`src/rtl/rom_reader_pkg.sv`:
```
`default_nettype none
// ----------------------------------------------------------------------------
// Module  : rom_reader_pkg
// Brief   : State codes, bit-phase/direction constants and latency helper
//           shared by the ROM scan reader and its serial link engine.
// Revision: 1.0 - initial release
// ----------------------------------------------------------------------------
package rom_reader_pkg;

  localparam logic [3:0] OP_IDLE       = 4'd0;
  localparam logic [3:0] OP_SHIFT_ADDR = 4'd1;
  localparam logic [3:0] OP_LATCH      = 4'd2;
  localparam logic [3:0] OP_SETTLE     = 4'd3;
  localparam logic [3:0] OP_LOAD       = 4'd4;
  localparam logic [3:0] OP_SHIFT_DATA = 4'd5;
  localparam logic [3:0] OP_PRESENT    = 4'd6;
  localparam logic [3:0] OP_DONE       = 4'd7;

  typedef enum logic [3:0] {
    ST_IDLE       = OP_IDLE,
    ST_SHIFT_ADDR = OP_SHIFT_ADDR,
    ST_LATCH      = OP_LATCH,
    ST_SETTLE     = OP_SETTLE,
    ST_LOAD       = OP_LOAD,
    ST_SHIFT_DATA = OP_SHIFT_DATA,
    ST_PRESENT    = OP_PRESENT,
    ST_DONE       = OP_DONE
  } state_e;

  localparam logic PHASE_A = 1'b0;
  localparam logic PHASE_B = 1'b1;

  localparam logic DIR_OUT = 1'b0;
  localparam logic DIR_IN  = 1'b1;

  // Cycles from the command-sampling edge to the first data_valid cycle.
  function automatic int unsigned read_latency(input int unsigned aw,
                                               input int unsigned dw,
                                               input int unsigned ac);
    return 2 * aw + 2 * dw + ac + 2;
  endfunction

endpackage
`default_nettype wire

```
`src/rtl/rom_serial_link.sv`:
```
`default_nettype none
// ----------------------------------------------------------------------------
// Module  : rom_serial_link
// Brief   : Two-phase serial bit engine (phase A data, phase B shift clock),
//           MSB first, usable as a SIPO driver or a PISO receiver.
// Revision: 1.0 - initial release
// ----------------------------------------------------------------------------
module rom_serial_link
  import rom_reader_pkg::*;
#(
  parameter int unsigned WIDTH = 8,
  parameter logic        DIR   = DIR_OUT
) (
  input  logic             clk,
  input  logic             reset,
  input  logic             start_i,
  input  logic [WIDTH-1:0] load_i,
  input  logic             serial_i,
  output logic             serial_o,
  output logic             sclk_o,
  output logic             done_o,
  output logic [WIDTH-1:0] value_o
);

  localparam int unsigned     CW       = (WIDTH > 1) ? $clog2(WIDTH) : 1;
  localparam logic [CW-1:0]   LAST_BIT = CW'(WIDTH - 1);

  logic             busy_q,  busy_d;
  logic             phase_q, phase_d;
  logic [CW-1:0]    cnt_q,   cnt_d;
  logic [WIDTH-1:0] shreg_q, shreg_d;
  logic             sclk_q,  sclk_d;

  // Outbound shifts after the clock pulse so the line holds through phase B;
  // inbound samples at the end of phase A, before the chain is clocked.
  always_comb begin
    busy_d  = busy_q;
    phase_d = phase_q;
    cnt_d   = cnt_q;
    shreg_d = shreg_q;
    sclk_d  = 1'b0;
    if (start_i) begin
      busy_d  = 1'b1;
      phase_d = PHASE_A;
      cnt_d   = '0;
      shreg_d = load_i;
    end else if (busy_q) begin
      if (phase_q == PHASE_A) begin
        phase_d = PHASE_B;
        sclk_d  = 1'b1;
        if (DIR == DIR_IN) begin
          shreg_d = (shreg_q << 1) | WIDTH'(serial_i);
        end
      end else begin
        phase_d = PHASE_A;
        if (DIR == DIR_OUT) begin
          shreg_d = (shreg_q << 1) | WIDTH'(serial_i);
        end
        if (cnt_q == LAST_BIT) begin
          busy_d = 1'b0;
        end else begin
          cnt_d = cnt_q + CW'(1);
        end
      end
    end
  end

  always_ff @(posedge clk) begin
    if (reset) begin
      busy_q  <= 1'b0;
      phase_q <= PHASE_A;
      cnt_q   <= '0;
      shreg_q <= '0;
      sclk_q  <= 1'b0;
    end else begin
      busy_q  <= busy_d;
      phase_q <= phase_d;
      cnt_q   <= cnt_d;
      shreg_q <= shreg_d;
      sclk_q  <= sclk_d;
    end
  end

  assign done_o   = busy_q && (phase_q == PHASE_B) && (cnt_q == LAST_BIT);
  assign serial_o = shreg_q[WIDTH-1];
  assign sclk_o   = sclk_q;
  assign value_o  = shreg_q;

endmodule
`default_nettype wire

```
`src/rtl/rom_scan_reader.sv`:
```
`default_nettype none
// ----------------------------------------------------------------------------
// Module  : rom_scan_reader
// Brief   : Reads a ROM through SIPO/PISO chains, with manual stepping and a
//           full-chip scan, presenting each word on a valid/ready stream.
// Revision: 1.0 - initial release
// ----------------------------------------------------------------------------
module rom_scan_reader
  import rom_reader_pkg::*;
#(
  parameter int unsigned DATA_WIDTH    = 4,
  parameter int unsigned ADDRESS_WIDTH = 8,
  parameter int unsigned ACCESS_CYCLES = 4
) (
  input  logic                     clk,
  input  logic                     reset,
  input  logic                     increment_address,
  input  logic                     decrement_address,
  input  logic                     start_scan,
  input  logic                     data_line_in,
  output logic                     address_line,
  output logic                     address_sclk,
  output logic                     address_latch,
  output logic                     data_load,
  output logic                     data_sclk,
  output logic [3:0]               operation,
  output logic [DATA_WIDTH-1:0]    data_out,
  output logic [ADDRESS_WIDTH-1:0] data_address,
  output logic                     data_valid,
  input  logic                     data_ready,
  output logic                     scan_done
);

  localparam int unsigned              SW          = $clog2(ACCESS_CYCLES + 1);
  localparam logic [SW-1:0]            SETTLE_LAST = SW'(ACCESS_CYCLES - 1);
  localparam logic [ADDRESS_WIDTH-1:0] ADDR_MAX    = '1;

  state_e                   state_q, state_d;
  logic [ADDRESS_WIDTH-1:0] addr_q, addr_d;
  logic                     scan_q, scan_d;
  logic [SW-1:0]            settle_q, settle_d;
  logic [DATA_WIDTH-1:0]    data_q, data_d;
  logic [ADDRESS_WIDTH-1:0] data_addr_q, data_addr_d;
  logic                     latch_q, load_q, valid_q, done_q;

  logic                     w_addr_start, w_addr_done;
  logic                     w_data_start, w_data_done;
  logic [DATA_WIDTH-1:0]    w_data_value;
  logic [ADDRESS_WIDTH-1:0] w_unused_addr_value;
  logic                     w_unused_data_line;

  rom_serial_link #(
    .WIDTH (ADDRESS_WIDTH),
    .DIR   (DIR_OUT)
  ) u_addr_link (
    .clk      (clk),
    .reset    (reset),
    .start_i  (w_addr_start),
    .load_i   (addr_d),
    .serial_i (1'b0),
    .serial_o (address_line),
    .sclk_o   (address_sclk),
    .done_o   (w_addr_done),
    .value_o  (w_unused_addr_value)
  );

  rom_serial_link #(
    .WIDTH (DATA_WIDTH),
    .DIR   (DIR_IN)
  ) u_data_link (
    .clk      (clk),
    .reset    (reset),
    .start_i  (w_data_start),
    .load_i   ('0),
    .serial_i (data_line_in),
    .serial_o (w_unused_data_line),
    .sclk_o   (data_sclk),
    .done_o   (w_data_done),
    .value_o  (w_data_value)
  );

  always_comb begin
    state_d      = state_q;
    addr_d       = addr_q;
    scan_d       = scan_q;
    settle_d     = settle_q;
    data_d       = data_q;
    data_addr_d  = data_addr_q;
    w_addr_start = 1'b0;
    w_data_start = 1'b0;
    case (state_q)
      ST_IDLE: begin
        if (start_scan) begin
          addr_d       = '0;
          scan_d       = 1'b1;
          state_d      = ST_SHIFT_ADDR;
          w_addr_start = 1'b1;
        end else if (increment_address && !decrement_address) begin
          addr_d       = addr_q + ADDRESS_WIDTH'(1);
          scan_d       = 1'b0;
          state_d      = ST_SHIFT_ADDR;
          w_addr_start = 1'b1;
        end else if (decrement_address && !increment_address) begin
          addr_d       = addr_q - ADDRESS_WIDTH'(1);
          scan_d       = 1'b0;
          state_d      = ST_SHIFT_ADDR;
          w_addr_start = 1'b1;
        end
      end
      ST_SHIFT_ADDR: begin
        if (w_addr_done) state_d = ST_LATCH;
      end
      ST_LATCH: begin
        settle_d = '0;
        state_d  = ST_SETTLE;
      end
      ST_SETTLE: begin
        if (settle_q == SETTLE_LAST) state_d = ST_LOAD;
        else settle_d = settle_q + SW'(1);
      end
      ST_LOAD: begin
        w_data_start = 1'b1;
        state_d      = ST_SHIFT_DATA;
      end
      ST_SHIFT_DATA: begin
        if (w_data_done) begin
          data_d      = w_data_value;
          data_addr_d = addr_q;
          state_d     = ST_PRESENT;
        end
      end
      ST_PRESENT: begin
        if (data_ready) begin
          if (!scan_q) begin
            state_d = ST_IDLE;
          end else if (addr_q == ADDR_MAX) begin
            state_d = ST_DONE;
          end else begin
            addr_d       = addr_q + ADDRESS_WIDTH'(1);
            state_d      = ST_SHIFT_ADDR;
            w_addr_start = 1'b1;
          end
        end
      end
      ST_DONE: begin
        scan_d  = 1'b0;
        state_d = ST_IDLE;
      end
      default: state_d = ST_IDLE;
    endcase
  end

  // Strobes are decoded from the next state so each one is a plain flop.
  always_ff @(posedge clk) begin
    if (reset) begin
      state_q     <= ST_IDLE;
      addr_q      <= '0;
      scan_q      <= 1'b0;
      settle_q    <= '0;
      data_q      <= '0;
      data_addr_q <= '0;
      latch_q     <= 1'b0;
      load_q      <= 1'b0;
      valid_q     <= 1'b0;
      done_q      <= 1'b0;
    end else begin
      state_q     <= state_d;
      addr_q      <= addr_d;
      scan_q      <= scan_d;
      settle_q    <= settle_d;
      data_q      <= data_d;
      data_addr_q <= data_addr_d;
      latch_q     <= (state_d == ST_LATCH);
      load_q      <= (state_d == ST_LOAD);
      valid_q     <= (state_d == ST_PRESENT);
      done_q      <= (state_d == ST_DONE);
    end
  end

  assign operation     = state_q;
  assign address_latch = latch_q;
  assign data_load     = load_q;
  assign data_valid    = valid_q;
  assign scan_done     = done_q;
  assign data_out      = data_q;
  assign data_address  = data_addr_q;

endmodule
`default_nettype wire
```
`config.mk`:
```
export PLATFORM = sky130hd
export DESIGN_NAME = rom_scan_reader
export DESIGN_NICKNAME = d
export VERILOG_FILES = /design/src/rtl/rom_reader_pkg.sv /design/src/rtl/rom_serial_link.sv /design/src/rtl/rom_scan_reader.sv
export SDC_FILE = /design/constraint.sdc
export NUM_CORES = 1
export LEC_CHECK = 0
export CORE_MARGIN = 4
export CORE_UTILIZATION = 26
export DETAILED_ROUTE_END_ITERATION = 12
export PLACE_DENSITY_LB_ADDON = 0.15
export SKIP_CTS_REPAIR_TIMING = 1
export SLEW_MARGIN = 10
export SYNTH_ARGS = -nofsm -noshare
export SYNTH_HDL_FRONTEND = slang
export SYNTH_SLANG_ARGS = --single-unit
export TNS_END_PERCENT = 30
```
`constraint.sdc`:
```
create_clock -name clk -period 2.4 [get_ports clk]
set_input_delay 0.36 -clock clk [delete_from_list [all_inputs] [get_ports clk]]
set_output_delay 0.36 -clock clk [all_outputs]
set_load 0.01 [all_outputs]
```
==> results of run 1 <==
==> cell families after synthesis <==
logic type               after synthesis
AND/OR/NAND/NOR                      140
AO/OA/AOI/OAI                         86
flip-flops                            55
buffers and inverters                 32
adder cells (fa/ha/maj)                9
multiplexers                           9
XOR/XNOR                               5
other                                  1
==> sequential cells by signal, summed over array words and instances, names as in the netlist, 2 cells and up <==
signal / count
u_data_link.cnt_q: 2
data_out: 4
addr_q: 8
u_addr_link.cnt_q: 3
u_addr_link.value_o: 8
u_data_link.value_o: 4
data_address: 8
operation: 4
settle_q: 3
==> worst max-delay path: cells and delay by family <==
kind,cells,cell delay (ns)
and+or+nand+nor,3,1.02
buffers and inverters,2,0.53
AOI/OAI and AO/OA,2,0.30
adders and majority gates,1,0.18
==> metal layers <==
metal  wire, um  share of wire  up-vias
met2       3690           0.47       29
met5          0              0        -
li1           -              -     1305
met1       3820           0.49     1221
met4         50         0.0064        0
met3        265          0.034        4
==> synthesized netlist by cell type, types with 2 or more instances <==
cell type	count	area, um^2
a21o_1	2	15.0
a221oi_1	2	17.5
mux2i_1	9	90.1
nor3b_1	2	15.0
nand4_1	3	18.8
a311oi_1	2	17.5
nor3_1	12	60.1
a21boi_0	2	15.0
nand2_1	38	143
a31oi_1	2	12.5
nand2b_1	6	37.5
and4b_1	2	20.0
o31ai_1	3	22.5
a22oi_1	2	15.0
nor2_1	27	101
buf_2	3	15.0
or2_2	2	12.5
o211a_1	2	20.0
xnor2_1	4	35.0
dfxtp_1	55	1100
nand3b_1	2	15.0
nor2b_1	3	18.8
nor4_1	2	12.5
nand3_1	4	20.0
o21ai_0	6	30.0
inv_1	8	30.0
and4_1	3	26.3
nor4_2	2	25.0
a211oi_1	11	82.6
buf_4	4	30.0
buf_6	2	22.5
and2_1	4	25.0
and3_1	11	68.8
clkbuf_1	12	45.0
ha_1	9	113
a21oi_1	30	150
==> power by group through the flow <==
stage | clock, mW | sequential, mW | combinational (mW)
after global placement | 0 | 0.984 | 0.234
after CTS | 0.874 | 0.962 | 0.235
after detailed placement | 0 | 0.984 | 0.234
after global routing | 0.917 | 0.966 | 0.255
final | 0.845 | 0.962 | 0.232
after floorplan | 0 | 0.970 | 0.164
==> cell type report <==
class	count	area, um^2
clock inverters	3	46.3
flip-flops and latches	55	1100
inverters	8	30.0
clock buffers	5	125
fillers	1142	7320
well taps	140	175
multi-input cells	250	1680
repair buffers	56	505
==> worst max path at each step <==
| stage | slack [ns] | start | to | cells past startpoint |
|---|---|---|---|---|
| 2_1_floorplan | 0.46 | increment_address | u_addr_link.value_o[7] | 7 |
| 3_3_place_gp | -0.1 | decrement_address | u_addr_link.value_o[7] | 8 |
| 3_5_place_dp | -0.12 | decrement_address | u_addr_link.value_o[5] | 8 |
| 4_1_cts | 0.18 | decrement_address | u_addr_link.value_o[5] | 8 |
| 5_1_grt | 0.07 | decrement_address | u_addr_link.value_o[7] | 8 |
| 6_report | 0.18 | decrement_address | u_addr_link.value_o[5] | 8 |
==> cell usage in the layout, fill, tap and decap left out, types with 3 or more instances in the layout <==
cell	synthesis	routed
and4_1	3	3
a211oi_1	11	11
a21oi_1	30	30
xnor2_1	4	4
nor3_1	12	12
nor2_1	27	27
ha_1	9	9
clkbuf_16	0	5
dfxtp_1	55	55
nand3_1	4	4
o21ai_0	6	6
clkdlybuf4s50_1	0	29
nand2b_1	6	6
nor2b_1	3	3
and2_1	4	4
o31ai_1	3	3
inv_1	8	8
mux2i_1	9	9
and3_1	11	11
nand2_1	38	38
nand4_1	3	3
buf_4	4	26
==> impl_metrics.prom, run 1 <==
# TYPE chip_impl_metric gauge
chip_impl_info{name="outcome",value="completed"} 1
chip_impl_metric{name="number_of_h_tree_levels",unit=""} 2
chip_impl_metric{name="drt_wl_total",unit="um"} 7820
chip_impl_metric{name="dpl_worst_slack",unit="ns"} -0.124
chip_impl_metric{name="yosys.area_share.simple",unit=""} 0.271
chip_impl_metric{name="num_rows",unit=""} 38
chip_impl_info{name="rsz0062_at_grt",value="false"} 1
chip_impl_metric{name="final_cell_count_no_fill",unit=""} 517
chip_impl_info{name="root_buffer",value="clkbuf_16"} 1
chip_impl_metric{name="ant_nets",unit=""} 0
chip_impl_metric{name="totalPowerFinal",unit="mW"} 2.04
chip_impl_metric{name="wire_per_inst",unit="um"} 15.1
chip_impl_metric{name="die-area",unit="mm^2"} 0.0131
chip_impl_info{name="critical_path_class",value="input pin to register"} 1
chip_impl_metric{name="timing.final.crit_period",unit="ns"} 2.22
chip_impl_info{name="tritoncts",value="built"} 1
chip_impl_metric{name="postSynthAreaPerCell",unit="um^2"} 8.75
chip_impl_metric{name="power_frac_clock",unit=""} 0.414
chip_impl_metric{name="holdPathStages",unit=""} 2
chip_impl_info{name="regToRegStartpoint",value="addr_q[3]"} 1
chip_impl_info{name="crit_path_cell_trace",value="clkdlybuf4s50_1, inv_1, ha_1, or3b_1, or2_4, a31o_1, nor3_1, a2111oi_2"} 1
chip_impl_metric{name="synthAdderAreaFrac",unit=""} 0.0382
chip_impl_metric{name="floorplan.io_pins",unit=""} 30
chip_impl_info{name="synth_top_family_by_area",value="simple AND/OR/NAND/NOR gates"} 1
chip_impl_metric{name="yosys-mux-area-fraction",unit=""} 0.0306
chip_impl_metric{name="area_growth_syn_to_layout",unit="%"} 24.4
chip_impl_metric{name="fin_crit_sh",unit=""} 0.924
chip_impl_metric{name="max_clock_freq",unit="MHz"} 451
chip_impl_metric{name="final-max-slew-violation-count",unit=""} 0
chip_impl_metric{name="design.core.area",unit="mm^2"} 0.0110
chip_impl_metric{name="cp_max_fo",unit=""} 4
chip_impl_metric{name="mappedNetlistNets",unit=""} 353
chip_impl_metric{name="setup.reg_to_reg.worst_slack",unit="ns"} 0.27
chip_impl_metric{name="drt_iter0_drc",unit=""} 105
chip_impl_metric{name="area_fraction_in_compound_gates_after_synthesis",unit=""} 0.215
chip_impl_metric{name="cp_data_arrival_time",unit="ns"} 2.38
chip_impl_metric{name="post_synth_instance_area",unit="mm^2"} 0.00295
chip_impl_metric{name="maximum_number_of_pins_on_one_net_before_global_route_repair",unit=""} 31
chip_impl_metric{name="power.internal",unit="mW"} 1.54
chip_impl_metric{name="vias_in_the_first_global_route",unit=""} 2510
chip_impl_info{name="cp-start-kind",value="input pin"} 1
chip_impl_metric{name="routed-via-count",unit=""} 2559
chip_impl_metric{name="power_switching_share",unit=""} 0.245
chip_impl_metric{name="track_usage",unit=""} 0.124
chip_impl_metric{name="dpl-instance-area",unit="mm^2"} 0.00350
chip_impl_metric{name="gr-usage-met2",unit=""} 0.198
chip_impl_metric{name="utilization",unit=""} 0.334
chip_impl_metric{name="cts_buffer_depth",unit=""} 2
chip_impl_metric{name="timing.critical_path.required",unit="ns"} 2.57
chip_impl_metric{name="clock-skew-final",unit="ns"} 0.0114
chip_impl_info{name="r2r-end",value="u_addr_link.value_o[0]"} 1
chip_impl_metric{name="die_height",unit="um"} 114
chip_impl_metric{name="antenna_found_initial",unit=""} 0
chip_impl_metric{name="portBuffers",unit=""} 29
chip_impl_metric{name="final-setup-viol-count",unit=""} 0
chip_impl_metric{name="sequentialPowerShare",unit=""} 0.472
chip_impl_metric{name="placedCellCount",unit=""} 509
chip_impl_metric{name="max_cap_viol_count",unit=""} 0
chip_impl_metric{name="detailedPlacementHpwl",unit="um"} 6000
chip_impl_metric{name="power-per-cell-area",unit="mW/mm^2"} 556
chip_impl_metric{name="cts.sinks",unit=""} 55
chip_impl_metric{name="gr-total-overflow",unit=""} 0
chip_impl_metric{name="max_stage_delay",unit="ns"} 0.48
chip_impl_metric{name="initial_utilization",unit=""} 0.268
chip_impl_info{name="timing.hold.worst.start",value="data_out[1]"} 1
chip_impl_metric{name="synth-seq-area-share",unit=""} 0.374
chip_impl_metric{name="antenna_cells",unit=""} 0
chip_impl_info{name="grt_most_used_layer",value="met2"} 1
chip_impl_metric{name="holdWs",unit="ns"} 0.458
chip_impl_metric{name="numCtsBuffers",unit=""} 5
chip_impl_metric{name="synthDistinctLibCells",unit=""} 80
chip_impl_metric{name="final_layout_size_suffix_gt1_frac",unit=""} 0.143
chip_impl_metric{name="path_clk_slew",unit="ns"} 0.08
chip_impl_metric{name="synth_xor_xnor_area_share",unit=""} 0.0149
chip_impl_metric{name="dieWidth",unit="um"} 114
chip_impl_metric{name="clk_lat_worst_skew",unit="ns"} 0.30
chip_impl_metric{name="gp_congestion",unit=""} 0.816
chip_impl_metric{name="setup_ws",unit="ns"} 0.181
chip_impl_info{name="end_kind",value="register"} 1
chip_impl_metric{name="post_synth_inst_count",unit=""} 337
chip_impl_metric{name="detail_route.first_pass.iterations",unit=""} 6
chip_impl_metric{name="post_layout_instance_area",unit="mm^2"} 0.00367
chip_impl_metric{name="globalRouteMet1Util",unit=""} 0.170
chip_impl_info{name="synth_ff_type",value="dfxtp_1"} 1
chip_impl_metric{name="sw_power",unit="mW"} 0.501
chip_impl_info{name="cpMaxStageDelayCell",value="clkdlybuf4s50_1"} 1
chip_impl_metric{name="synth.ff_latch_count",unit=""} 55
chip_impl_metric{name="hold_viol",unit=""} 0
chip_impl_info{name="min-delay-path-class",value="register to register"} 1
chip_impl_metric{name="synth_edf_count",unit=""} 0
chip_impl_metric{name="met3_usage",unit=""} 0.0270
chip_impl_metric{name="ys_async_sr_fraction",unit=""} 0
chip_impl_metric{name="final_nets",unit=""} 392
chip_impl_metric{name="comb_power_share",unit=""} 0.114
chip_impl_metric{name="irDropWorstVdd",unit="uV"} 310
chip_impl_metric{name="p_leak",unit="nW"} 1.38
chip_impl_metric{name="wire_length_of_the_first_global_routing_pass",unit="um"} 13000
chip_impl_metric{name="setup-tns-final",unit="ns"} 0
chip_impl_metric{name="yosys_warnings",unit=""} 0
chip_impl_info{name="worstHoldEndpoint",value="data_out[1]"} 1
chip_impl_metric{name="r2r.worst_path.cells",unit=""} 5
chip_impl_metric{name="drc",unit=""} 0
chip_impl_metric{name="vias_per_cell",unit=""} 4.95
No activity file was read; power rests on OpenSTA's default activity.
==> run 2, diff against run 1 <==
Settings changed: CTS_CLUSTER_SIZE set to 14.
==> results of run 2 <==
Final layout, timing and power as in run 1 (identical DEF).
